### config.mk
export PLATFORM = sky130hd
export DESIGN_NAME = lsd_segment_filter_flat
export DESIGN_NICKNAME = d
export VERILOG_FILES = /design/src/rtl/lsd_pkg.sv /design/src/rtl/lsd_segment_filter_if.sv /design/src/rtl/lsd_seg_len_sq.sv /design/src/rtl/lsd_segment_filter.sv /design/src/flat_wrapper.sv
export SDC_FILE = /design/constraint.sdc
export NUM_CORES = 1
export LEC_CHECK = 0
export CORE_AREA = 4 4 190 192
export DETAILED_ROUTE_END_ITERATION = 7
export DIE_AREA = 0 0 194 196
export PLACE_DENSITY_LB_ADDON = 0.25
export SYNTH_ARGS = -nofsm -noshare
export SYNTH_HDL_FRONTEND = slang
export SYNTH_SLANG_ARGS = --single-unit
### constraint.sdc
create_clock -name wclk -period 7 [get_ports wclk]
set_input_delay 1.05 -clock wclk [delete_from_list [all_inputs] [get_ports wclk]]
set_output_delay 1.05 -clock wclk [all_outputs]
set_load 0.02 [all_outputs]
### src/rtl/lsd_pkg.sv
// Shared types and width helpers for the LSD segment filter slice.
package lsd_pkg;

  function automatic int log2(input int value);
    int r;
    r = 0;
    for (int i = 0; i < 31; i++) begin
      if ((1 << i) < value) r = i + 1;
    end
    return r;
  endfunction

  function automatic int len_bitw(input int h_bitw, input int v_bitw);
    return 2 * ((h_bitw > v_bitw) ? h_bitw : v_bitw) + 1;
  endfunction

  localparam int DEF_FRAME_WIDTH  = 640;
  localparam int DEF_FRAME_HEIGHT = 480;
  localparam int DEF_H_BITW       = log2(DEF_FRAME_WIDTH);
  localparam int DEF_V_BITW       = log2(DEF_FRAME_HEIGHT);
  localparam int DEF_LEN_BITW     = len_bitw(DEF_H_BITW, DEF_V_BITW);

  typedef struct packed {
    logic [DEF_V_BITW-1:0] start_v;
    logic [DEF_H_BITW-1:0] start_h;
    logic [DEF_V_BITW-1:0] end_v;
    logic [DEF_H_BITW-1:0] end_h;
  } segment_t;

  typedef enum logic {
    FRAME_IDLE,
    FRAME_ACTIVE
  } frame_state_e;

endpackage

### src/rtl/lsd_segment_filter_if.sv
// Segment stream in, filtered segment stream and per-frame counts out.
interface lsd_segment_filter_if #(
  parameter int H_BITW   = 10,
  parameter int V_BITW   = 9,
  parameter int LEN_BITW = 21,
  parameter int CNT_BITW = 13
);
  logic                in_flag;
  logic                in_valid;
  logic [V_BITW-1:0]   in_start_v;
  logic [V_BITW-1:0]   in_end_v;
  logic [H_BITW-1:0]   in_start_h;
  logic [H_BITW-1:0]   in_end_h;
  logic [LEN_BITW-1:0] min_len_sq;

  logic                out_flag;
  logic                out_valid;
  logic [V_BITW-1:0]   out_start_v;
  logic [V_BITW-1:0]   out_end_v;
  logic [H_BITW-1:0]   out_start_h;
  logic [H_BITW-1:0]   out_end_h;
  logic [CNT_BITW-1:0] out_accept_cnt;
  logic [CNT_BITW-1:0] out_reject_cnt;
  logic                out_cnt_update;

  modport master (
    output in_flag, in_valid, in_start_v, in_end_v, in_start_h, in_end_h, min_len_sq,
    input  out_flag, out_valid, out_start_v, out_end_v, out_start_h, out_end_h,
           out_accept_cnt, out_reject_cnt, out_cnt_update
  );

  modport slave (
    input  in_flag, in_valid, in_start_v, in_end_v, in_start_h, in_end_h, min_len_sq,
    output out_flag, out_valid, out_start_v, out_end_v, out_start_h, out_end_h,
           out_accept_cnt, out_reject_cnt, out_cnt_update
  );
endinterface

### src/rtl/lsd_seg_len_sq.sv
// Two-stage |d| -> square pipe; len_sq is the combinational sum of the stage-2 squares.
// LSD_FILTER_HORIZ_REJECT_EN adds the dh > dv*ANGLE_RATIO test.
module lsd_seg_len_sq
  import lsd_pkg::*;
#(
  parameter int  H_BITW      = DEF_H_BITW,
  parameter int  V_BITW      = DEF_V_BITW,
  parameter int  LEN_BITW    = DEF_LEN_BITW,
  parameter type seg_t       = segment_t
`ifdef LSD_FILTER_HORIZ_REJECT_EN
  , parameter int ANGLE_RATIO = 4
`endif
) (
  input  logic                wclk,
  input  logic                n_rst,
  input  logic                in_flag,
  input  logic                in_valid,
  input  seg_t                in_seg,
  output logic                flg2,
  output logic                vld2,
  output seg_t                seg2,
  output logic [LEN_BITW-1:0] len_sq
`ifdef LSD_FILTER_HORIZ_REJECT_EN
  , output logic              horiz
`endif
);

  logic              vld1;
  logic              flg1;
  seg_t              seg1;
  logic [V_BITW-1:0] dv1;
  logic [H_BITW-1:0] dh1;

  logic [LEN_BITW-1:0] dv_sq;
  logic [LEN_BITW-1:0] dh_sq;

  always_ff @(posedge wclk) begin
    if (!n_rst) begin
      vld1 <= 1'b0;
      flg1 <= 1'b0;
      seg1 <= '0;
      dv1  <= '0;
      dh1  <= '0;
    end else begin
      vld1 <= in_flag & in_valid;
      flg1 <= in_flag;
      seg1 <= in_seg;
      dv1  <= (in_seg.end_v >= in_seg.start_v) ? in_seg.end_v - in_seg.start_v
                                                : in_seg.start_v - in_seg.end_v;
      dh1  <= (in_seg.end_h >= in_seg.start_h) ? in_seg.end_h - in_seg.start_h
                                                : in_seg.start_h - in_seg.end_h;
    end
  end

  always_ff @(posedge wclk) begin
    if (!n_rst) begin
      vld2  <= 1'b0;
      flg2  <= 1'b0;
      seg2  <= '0;
      dv_sq <= '0;
      dh_sq <= '0;
    end else begin
      vld2  <= vld1;
      flg2  <= flg1;
      seg2  <= seg1;
      dv_sq <= LEN_BITW'(dv1) * LEN_BITW'(dv1);
      dh_sq <= LEN_BITW'(dh1) * LEN_BITW'(dh1);
    end
  end

  // LEN_BITW leaves one bit of headroom over the wider square, so no carry is lost.
  assign len_sq = dv_sq + dh_sq;

`ifdef LSD_FILTER_HORIZ_REJECT_EN
  localparam int RATIO_BITW = V_BITW + log2(ANGLE_RATIO + 1);
  localparam int CMP_BITW   = (RATIO_BITW > H_BITW) ? RATIO_BITW : H_BITW;

  logic [CMP_BITW-1:0] dh_lin;
  logic [CMP_BITW-1:0] dv_ratio;

  always_ff @(posedge wclk) begin
    if (!n_rst) begin
      dh_lin   <= '0;
      dv_ratio <= '0;
    end else begin
      dh_lin   <= CMP_BITW'(dh1);
      dv_ratio <= CMP_BITW'(dv1) * CMP_BITW'(ANGLE_RATIO);
    end
  end

  assign horiz = dh_lin > dv_ratio;
`endif

endmodule

### src/rtl/lsd_segment_filter.sv
// Length/cap filter with 3-cycle latency and per-frame accept/reject counts.
// Optional macro: LSD_FILTER_HORIZ_REJECT_EN (reject near-horizontal segments).
module lsd_segment_filter
  import lsd_pkg::*;
#(
  parameter int FRAME_HEIGHT = -1,
  parameter int FRAME_WIDTH  = -1,
  parameter int MAX_LINES    = 4096,
  parameter int ANGLE_RATIO  = 4
) (
  input logic                 wclk,
  input logic                 n_rst,
  lsd_segment_filter_if.slave lsd
);

  localparam int FH       = (FRAME_HEIGHT > 0) ? FRAME_HEIGHT : DEF_FRAME_HEIGHT;
  localparam int FW       = (FRAME_WIDTH  > 0) ? FRAME_WIDTH  : DEF_FRAME_WIDTH;
  localparam int V_BITW   = log2(FH);
  localparam int H_BITW   = log2(FW);
  localparam int LEN_BITW = len_bitw(H_BITW, V_BITW);
  localparam int CNT_BITW = log2(MAX_LINES) + 1;

  typedef struct packed {
    logic [V_BITW-1:0] start_v;
    logic [H_BITW-1:0] start_h;
    logic [V_BITW-1:0] end_v;
    logic [H_BITW-1:0] end_h;
  } seg_t;

  seg_t                seg_in;
  seg_t                seg2;
  seg_t                seg_q;
  logic                flg2;
  logic                vld2;
  logic [LEN_BITW-1:0] len_sq;
  logic                pass;
  logic                frame_end;
  logic                horiz_rej;

  logic                valid_q;
  logic                cnt_update_q;
  logic [CNT_BITW-1:0] acc_cnt;
  logic [CNT_BITW-1:0] rej_cnt;
  logic [CNT_BITW-1:0] acc_lat;
  logic [CNT_BITW-1:0] rej_lat;

  frame_state_e state_q;
  frame_state_e state_d;

  assign seg_in = '{start_v: lsd.in_start_v, start_h: lsd.in_start_h,
                    end_v:   lsd.in_end_v,   end_h:   lsd.in_end_h};

  lsd_seg_len_sq #(
    .H_BITW      (H_BITW),
    .V_BITW      (V_BITW),
    .LEN_BITW    (LEN_BITW),
    .seg_t       (seg_t)
`ifdef LSD_FILTER_HORIZ_REJECT_EN
    , .ANGLE_RATIO (ANGLE_RATIO)
`endif
  ) u_len_sq (
    .wclk     (wclk),
    .n_rst    (n_rst),
    .in_flag  (lsd.in_flag),
    .in_valid (lsd.in_valid),
    .in_seg   (seg_in),
    .flg2     (flg2),
    .vld2     (vld2),
    .seg2     (seg2),
    .len_sq   (len_sq)
`ifdef LSD_FILTER_HORIZ_REJECT_EN
    , .horiz  (horiz_rej)
`endif
  );

`ifndef LSD_FILTER_HORIZ_REJECT_EN
  assign horiz_rej = 1'b0;
`endif

  assign pass = vld2 & (len_sq >= lsd.min_len_sq) & ~horiz_rej
              & (acc_cnt < CNT_BITW'(MAX_LINES));

  // The frame state register doubles as the stage-3 flag.
  always_ff @(posedge wclk) begin
    if (!n_rst) state_q <= FRAME_IDLE;
    else        state_q <= state_d;
  end

  always_comb begin
    state_d = state_q;
    if (flg2) state_d = FRAME_ACTIVE;
    else      state_d = FRAME_IDLE;
  end

  always_comb begin
    frame_end    = (state_q == FRAME_ACTIVE) && !flg2;
    lsd.out_flag = (state_q == FRAME_ACTIVE);
  end

  // Counters clear whenever no flagged slot reaches stage 3; the latch on the
  // falling edge therefore still sees the last flagged cycle's increment.
  always_ff @(posedge wclk) begin
    if (!n_rst) begin
      valid_q      <= 1'b0;
      cnt_update_q <= 1'b0;
      seg_q        <= '0;
      acc_cnt      <= '0;
      rej_cnt      <= '0;
      acc_lat      <= '0;
      rej_lat      <= '0;
    end else begin
      valid_q      <= pass;
      cnt_update_q <= frame_end;
      seg_q        <= seg2;
      if (frame_end) begin
        acc_lat <= acc_cnt;
        rej_lat <= rej_cnt;
      end
      if (!flg2) begin
        acc_cnt <= '0;
        rej_cnt <= '0;
      end else if (vld2) begin
        if (pass)              acc_cnt <= acc_cnt + CNT_BITW'(1);
        else if (rej_cnt != '1) rej_cnt <= rej_cnt + CNT_BITW'(1);
      end
    end
  end

  assign lsd.out_valid      = valid_q;
  assign lsd.out_start_v    = seg_q.start_v;
  assign lsd.out_start_h    = seg_q.start_h;
  assign lsd.out_end_v      = seg_q.end_v;
  assign lsd.out_end_h      = seg_q.end_h;
  assign lsd.out_accept_cnt = acc_lat;
  assign lsd.out_reject_cnt = rej_lat;
  assign lsd.out_cnt_update = cnt_update_q;

endmodule

### src/flat_wrapper.sv
// flat-port wrapper written by rule: the top's interface ports become plain ports
module lsd_segment_filter_flat import lsd_pkg::*;
#(
  parameter int FRAME_HEIGHT = -1,
  parameter int FRAME_WIDTH  = -1,
  parameter int MAX_LINES    = 4096,
  parameter int ANGLE_RATIO  = 4
)
  (wclk, n_rst, lsd_in_flag, lsd_in_valid, lsd_in_start_v, lsd_in_end_v, lsd_in_start_h, lsd_in_end_h, lsd_min_len_sq, lsd_out_flag, lsd_out_valid, lsd_out_start_v, lsd_out_end_v, lsd_out_start_h, lsd_out_end_h, lsd_out_accept_cnt, lsd_out_reject_cnt, lsd_out_cnt_update);
  lsd_segment_filter_if #(.H_BITW((10)), .V_BITW((9)), .LEN_BITW((21)), .CNT_BITW((4))) lsd_i ();
  input logic wclk;
  input logic n_rst;
  input wire logic [$bits(lsd_i.in_flag)-1:0] lsd_in_flag;
  input wire logic [$bits(lsd_i.in_valid)-1:0] lsd_in_valid;
  input wire logic [$bits(lsd_i.in_start_v)-1:0] lsd_in_start_v;
  input wire logic [$bits(lsd_i.in_end_v)-1:0] lsd_in_end_v;
  input wire logic [$bits(lsd_i.in_start_h)-1:0] lsd_in_start_h;
  input wire logic [$bits(lsd_i.in_end_h)-1:0] lsd_in_end_h;
  input wire logic [$bits(lsd_i.min_len_sq)-1:0] lsd_min_len_sq;
  output wire logic [$bits(lsd_i.out_flag)-1:0] lsd_out_flag;
  output wire logic [$bits(lsd_i.out_valid)-1:0] lsd_out_valid;
  output wire logic [$bits(lsd_i.out_start_v)-1:0] lsd_out_start_v;
  output wire logic [$bits(lsd_i.out_end_v)-1:0] lsd_out_end_v;
  output wire logic [$bits(lsd_i.out_start_h)-1:0] lsd_out_start_h;
  output wire logic [$bits(lsd_i.out_end_h)-1:0] lsd_out_end_h;
  output wire logic [$bits(lsd_i.out_accept_cnt)-1:0] lsd_out_accept_cnt;
  output wire logic [$bits(lsd_i.out_reject_cnt)-1:0] lsd_out_reject_cnt;
  output wire logic [$bits(lsd_i.out_cnt_update)-1:0] lsd_out_cnt_update;
  assign lsd_i.in_flag = lsd_in_flag;
  assign lsd_i.in_valid = lsd_in_valid;
  assign lsd_i.in_start_v = lsd_in_start_v;
  assign lsd_i.in_end_v = lsd_in_end_v;
  assign lsd_i.in_start_h = lsd_in_start_h;
  assign lsd_i.in_end_h = lsd_in_end_h;
  assign lsd_i.min_len_sq = lsd_min_len_sq;
  assign lsd_out_flag = lsd_i.out_flag;
  assign lsd_out_valid = lsd_i.out_valid;
  assign lsd_out_start_v = lsd_i.out_start_v;
  assign lsd_out_end_v = lsd_i.out_end_v;
  assign lsd_out_start_h = lsd_i.out_start_h;
  assign lsd_out_end_h = lsd_i.out_end_h;
  assign lsd_out_accept_cnt = lsd_i.out_accept_cnt;
  assign lsd_out_reject_cnt = lsd_i.out_reject_cnt;
  assign lsd_out_cnt_update = lsd_i.out_cnt_update;
  lsd_segment_filter #(.FRAME_HEIGHT(FRAME_HEIGHT), .FRAME_WIDTH(FRAME_WIDTH), .MAX_LINES(MAX_LINES), .ANGLE_RATIO(ANGLE_RATIO)) u_core (.wclk(wclk), .n_rst(n_rst), .lsd(lsd_i));
endmodule
==> flow_summary.ini, run 1 <==
[status]
status = finished, final reports clean

[global_routing]
use_met1_pct = 20.0
grt-ovfl-total = 0
met3_usage_pct = 4.00
grtUsageMet2_pct = 22.7
grt_pass1_vias = 9943
grt_pass1_wl_um = 47300
grt_max_degree = 102
grt_antenna_before_repair = 2
grt_util_all_layers_pct = 14.4
grt.busiest_layer = met2

[synth]
synthArstFlopShare_pct = 0
yosysMostFrequentCell = inv_1
ys_ff_latch = 210
synth_ff_type = dfxtp_1
ys_warn_count = 0
synth_top_cell_by_area = dfxtp_1
synth_nets = 1807
seq_area_frac_synth_pct = 30.9
synth_edf_count = 0
synth_top_cell_area_share_pct = 30.9
syn_area_per_cell_sq_um = 9.05
syn_inst = 1501
netlist_area_sq_um = 13600
synthDistinctLibCells = 65
synth_area_leaders = dfxtp_1 (31%), ha_1 (14%), fa_1 (13%)
synth_common_cells = inv_1 (218), dfxtp_1 (210), ha_1 (156)

[route]
detail_route.first_pass.iterations = 4
wirelength_um = 27100
vias = 9665
drt_first_iter_violations = 408
drc = 0
vias_per_cell = 4.69
drt-wirelength-per-cell_um = 13.1
detail-route-antenna-nets = 0

[cells_and_area]
drive_above_1_share_pct = 3.98
final_nets = 1897
diodes = 0
area_delta_synth_final_pct = 17.2
final_util_pct = 46.3

[clock_tree]
hold_buffers = 0
clkLatencyLatePin_ns = 0.53
cts_sinks = 210
cts_resized = 0
clk_pin_slew_ns = 0.06
cts-root-buf = clkbuf_16
max-clock-path-buffers = 3
cts_setup_buffers = 0
cts.htree.levels = 1
cts_inserted_buffers = 23
cts_tree = yes

[setup_path]
worst_setup_path_end_kind = register
startpoint_type = register
startpoint = u_core.u_len_sq.dh1[0]
path_class = register to register
crit_required_ns = 7.35
cp_max_fo = 14
rr_startpoint = u_core.u_len_sq.dh1[0]
cp.arrival_ns = 5.80

[placement]
dp_slack_ns = 1.59
place.gp.congestion = 0.811
dp_hpwl_um = 21000
placement.io_buffers = 111

[timing]
period_share_pct = 77.8
worst_slew_pin_slew_ns = 1.05
period_needed_ns = 5.45
max_slew_margin_pct = 30.1
skew_ns = 0.0235
fin_ws_ns = 1.55
setup_violations = 0
fmax_mhz = 184
finalHoldViolCount = 0
slew_viol_final = 0
rsz0062_at_grt = no
fin_tns_setup_ns = 0

[run]
max-cap-violations = 0

[die]
die_y_um = 196
die_w_um = 194
rows = 68
fp.coreArea_sq_um = 34400
start_util_pct = 39.5
die_area_sq_um = 38000
io_pins = 112

[hold_path]
hp-class = register to register
hp-start = u_core.u_len_sq.seg1[0]

[power_and_ir_drop]
powerDensity_nw_per_um2 = 262
p_leak_nw = 7.65
irDropWorstVdd_mv = 0.186
-- metal layers --
metal / vias to the layer above / part of all wire [%]
li1: 5023 / -
met1: 4441 / 50
met2: 163 / 42
met3: 34 / 6.2
met4: 4 / 1.8
met5: - / 0.10
-- final cells by class --
class,instances,area (sq um)
clock buffer,26,617
clock inverter,15,225
fill,3362,18500
inverter,220,826
multi-input combinational,1022,8350
sequential,210,4200
tap,455,569
timing repair buffer,114,1130
-- cells by family (layout without fill, tap and decap cells) --
| kind of cell | after synthesis | count (layout) | synth area share, % |
|---|---|---|---|
| buffers and inverters | 269 | 375 | 7.58 |
| flip-flops | 210 | 210 | 30.9 |
| multiplexers | 28 | 28 | 2.13 |
| XOR/XNOR | 69 | 69 | 4.45 |
| adder cells (fa/ha/maj) | 243 | 243 | 27.2 |
| AO/OA/AOI/OAI | 197 | 197 | 9.81 |
| AND/OR/NAND/NOR | 485 | 485 | 17.9 |
-- where the power goes --
| group | internal [mW] | leakage [nW] | switching (mW) |
|---|---|---|---|
| registers | 1.29 | 1.72 | 0.0780 |
| clock network | 0.823 | 0.418 | 0.497 |
| logic | 0.659 | 5.51 | 0.816 |
-- worst paths after layout --
kind / to / slack, ns / cells past startpoint
setup / recovery: u_core.u_len_sq.dh_sq[19] / 1.55 / 18
hold / removal: u_core.u_len_sq.seg2[0] / 0.43 / 1
setup reg to reg: u_core.u_len_sq.dh_sq[19] / 1.55 / 18
hold reg to reg: u_core.u_len_sq.seg2[0] / 0.43 / 1
-- cell usage in the layout (no fill, tap or decap), drive strengths merged, types with 6 or more instances in the layout --
| cell | Yosys | layout |
|---|---|---|
| inv | 219 | 222 |
| dfxtp | 210 | 210 |
| ha | 156 | 156 |
| and2 | 136 | 136 |
| nor2 | 121 | 121 |
| clkdlybuf4s50 | 0 | 110 |
| nand2 | 109 | 109 |
| fa | 87 | 87 |
| a21oi | 58 | 58 |
| xnor2 | 39 | 39 |
| o21ai | 33 | 33 |
| xor2 | 30 | 30 |
| a21o | 27 | 27 |
| clkbuf | 41 | 26 |
| nand3 | 25 | 25 |
| mux2i | 21 | 21 |
| nor3 | 19 | 19 |
| nor2b | 18 | 18 |
| and3 | 14 | 14 |
| nand2b | 13 | 13 |
| or3 | 10 | 10 |
| o211ai | 9 | 9 |
| o21a | 8 | 8 |
| o21bai | 8 | 8 |
| mux2 | 7 | 7 |
| a211oi | 7 | 7 |
| a31oi | 7 | 7 |
| clkinv | 1 | 7 |
| o41ai | 6 | 6 |
-- critical path: stages (launching register included) --
cell and delay (ns):
dfxtp_1 0.55, nand2_1 0.21, fa_1 0.54, fa_1 0.54
inv_1 0.05, fa_1 0.50, fa_1 0.54, inv_1 0.05
fa_1 0.52, inv_1 0.04, ha_1 0.30, o21ai_0 0.08
nand2b_1 0.12, a21oi_1 0.18, a211oi_1 0.10, o41ai_1 0.50
o21ai_0 0.21, xor2_1 0.18, nor2_1 0.05
-- flip-flops by register name (all words and copies together) (netlist names), 10 cells and up --
name and count:
u_core.lsd.out_end_h 10, u_core.acc_cnt 13, u_core.u_len_sq.seg1 38, u_core.u_len_sq.dh_sq 19, u_core.u_len_sq.seg2 38, u_core.lsd.out_start_h 10
u_core.u_len_sq.dv_sq 17, u_core.u_len_sq.dh1 10, u_core.rej_cnt 13
-- stage by stage --
step	hold slack (ns)	cells	power, mW	cell area, sq um
floorplan	0.412	1501	2.55	13600
global placement	0.415	2021	2.85	15100
detailed placement	0.417	2021	2.88	15100
CTS	0.435	2062	4.23	15900
global route	0.443	2062	4.51	15900
finish	0.429	2062	4.17	15900
(Power assumes the default switching activity.)
==> inputs of run 2 (changes only) <==
==> constraint.sdc (replaced) <==
create_clock -name wclk -period 4.6 [get_ports wclk]
set_input_delay 0.69 -clock wclk [delete_from_list [all_inputs] [get_ports wclk]]
set_output_delay 0.69 -clock wclk [all_outputs]
set_load 0.02 [all_outputs]
==> flow_summary.ini, run 2 (synthesis results as in run 1) <==
[status]
status = finished with violations
violations = setup timing

[power_and_ir_drop]
irDropWorstVdd_mv = 0.260
p_sw_mw = 2.32
power_mw = 6.91
clkPwrFrac_pct = 29.9
p_int_mw = 4.59
p_leak_nw = 8.07
powerDensity_nw_per_um2 = 409
comb_power_share_pct = 40.3
seqPwrFrac_pct = 29.8
swShare_pct = 33.5

[setup_path]
crit_required_ns = 4.96
worst_setup_path_end_kind = register
crit_top_cell = fa_1
cpMaxStageDelayCell = fa_1
worstReg2RegEnd = u_core.u_len_sq.dh_sq[16]
startpoint_type = register
cpPeakStageDelay_ns = 0.61
crit_chain = buf_6 -> nand2_4 -> inv_2 -> fa_1 -> fa_1 -> ha_4 -> fa_1 -> inv_1 -> fa_1 -> inv_2 -> ha_4 -> nand3_2 -> o211ai_1 -> o41ai_4 -> o21ai_2 -> a31o_2 -> a31oi_2 -> xor2_1 -> nor2_1
rr_startpoint = u_core.u_len_sq.dh1[6]
cp.arrival_ns = 4.99
path_class = register to register
rrSetupSlack_ns = -0.03
cp_max_fo = 4
rr_worst_depth = 19

[cells_and_area]
layout_commonest_cell = inv_1
final_nets = 1966
multi_input_area_sq_um = 8690
largestRegisters = u_core.u_len_sq.seg1: 38 flops, u_core.u_len_sq.seg2: 38 flops, u_core.u_len_sq.dh_sq: 19 flops
area_delta_synth_final_pct = 24.2
fill_cells = 3252
diodes = 0
stdcell_count = 2133
layout_common_cells = inv_1 (210), dfxtp_1 (196), ha_1 (146), and2_1 (130), nor2_1 (119)
drive_above_1_share_pct = 12.5
seq_area_sq_um = 4240
final_util_pct = 49.1

[clock_tree]
clk_pin_slew_ns = 0.06
cts-root-buf = clkbuf_16
cts.htree.levels = 1
cts_sinks = 210
cts_tree = yes
hold_buffers = 0
max-clock-path-buffers = 3
cts_inserted_buffers = 24
clkLatencyLatePin_ns = 0.54

[die]
die_y_um = 196
rows = 68
io_pins = 112
start_util_pct = 39.5
die_w_um = 194
die_area_sq_um = 38000
fp.coreArea_sq_um = 34400

[timing]
max_slew_margin_pct = 32.9
setup_violations = 2
finalHoldViolCount = 0
fin_tns_setup_ns = -0.0614
worst_slew_pin_slew_ns = 1.01
period_needed_ns = 4.63
rsz0062_at_grt = yes
fmax_mhz = 216
period_share_pct = 101
fin_ws_ns = -0.0319
skew_ns = 0.0386
slew_viol_final = 0

[global_routing]
grt_pass1_vias = 10300
grt-ovfl-total = 0
grt_util_all_layers_pct = 14.9
grt_antenna_before_repair = 1
grt_pass1_wl_um = 49600
grt_max_degree = 96

[hold_path]
hp-class = register to register
min_to = u_core.u_len_sq.seg2[15]
hold_path_depth = 1
hp-start = u_core.u_len_sq.seg1[15]

[route]
vias = 9984
detail_route.first_pass.iterations = 4
detail-route-antenna-nets = 0
wirelength_um = 28500
drt-wirelength-per-cell_um = 13.4
drt_first_iter_violations = 350
vias_per_cell = 4.68
drc = 0

[placement]
dp_cells = 2085
place.gp.congestion = 0.847
placement.io_buffers = 111
dp_hpwl_um = 22300

[run]
max-cap-violations = 0
run 2: cell type report:
| class | instances | share of cell area, % |
|---|---|---|
| Inverter | 220 | 4.89 |
| Timing Repair Buffer | 182 | 9.85 |
| Tap cell | 455 | 3.37 |
| Clock inverter | 9 | 1.07 |
| Multi-Input combinational cell | 1022 | 51.5 |
| Sequential cell | 210 | 25.1 |
| Clock buffer | 35 | 4.22 |
run 2: critical path: cells and delay by family, from the launching register on:
family / cells / cell delay [ns]
adder cells (fa/ha/maj): 6 / 2.53
AO/OA/AOI/OAI: 5 / 0.98
flip-flops: 1 / 0.36
buffers and inverters: 4 / 0.26
AND/OR/NAND/NOR: 3 / 0.18
XOR/XNOR: 1 / 0.15
run 2: how the worst max path moves through the flow:
stage	startpoint	to	slack, ns	depth (start not counted)
6_report	u_core.u_len_sq.dh1[6]	u_core.u_len_sq.dh_sq[16]	-0.03	19
5_1_grt	u_core.u_len_sq.dh1[6]	u_core.u_len_sq.dh_sq[18]	-0.24	19
4_1_cts	u_core.u_len_sq.dh1[1]	u_core.u_len_sq.dh_sq[18]	-0.10	17
3_5_place_dp	u_core.u_len_sq.dh1[6]	u_core.u_len_sq.dh_sq[18]	-0.23	19
3_3_place_gp	u_core.u_len_sq.dh1[6]	u_core.u_len_sq.dh_sq[18]	-0.15	19
2_1_floorplan	u_core.u_len_sq.dh1[3]	u_core.u_len_sq.dh_sq[18]	0.009	19
run 2: power groups by stage:
stage | Clock, mW | Sequential [mW] | Combinational (mW)
after floorplan | 0 | 2.06 | 1.92
after global placement | 0 | 2.09 | 2.56
after detailed placement | 0 | 2.09 | 2.61
after CTS | 2.14 | 2.05 | 2.68
after global routing | 2.20 | 2.07 | 3.19
final | 2.07 | 2.06 | 2.78
run 2: timing repair:
action	in CTS	in global routing
pin swaps	27	27
setup buffers	4	3
resized for setup	24	57
setup endpoints to repair	11	37
run 2: metal layers:
layer	vias to the layer above	share of wire, %	GRT usage [%]	wire [um]
met2	143	43	23.7	12200
met5	-	0.046	0	13
met3	39	5.7	3.92	1610
li1	5162	-	-	-
met1	4638	50	21.0	14200
met4	2	1.5	2.53	437
run 2: through the flow:
stage	hold slack, ns	area [sq um]	worst slack (ns)
4_1_cts	0.429	16700	-0.102
6_report	0.429	16900	-0.0319
2_1_floorplan	0.412	13800	0.00890
3_5_place_dp	0.418	15700	-0.226
3_3_place_gp	0.414	15700	-0.151
5_1_grt	0.436	16900	-0.241
==> inputs of run 3 (changes only) <==
--- a/config.mk
+++ b/config.mk
@@ -8,6 +8,7 @@
 export CORE_AREA = 4 4 190 192
 export DETAILED_ROUTE_END_ITERATION = 7
 export DIE_AREA = 0 0 194 196
+export GPL_ROUTABILITY_DRIVEN = 0
 export PLACE_DENSITY_LB_ADDON = 0.25
 export SYNTH_ARGS = -nofsm -noshare
 export SYNTH_HDL_FRONTEND = slang
==> results of run 3 <==
No change in the layout: final DEF, timing and power equal those of run 2.
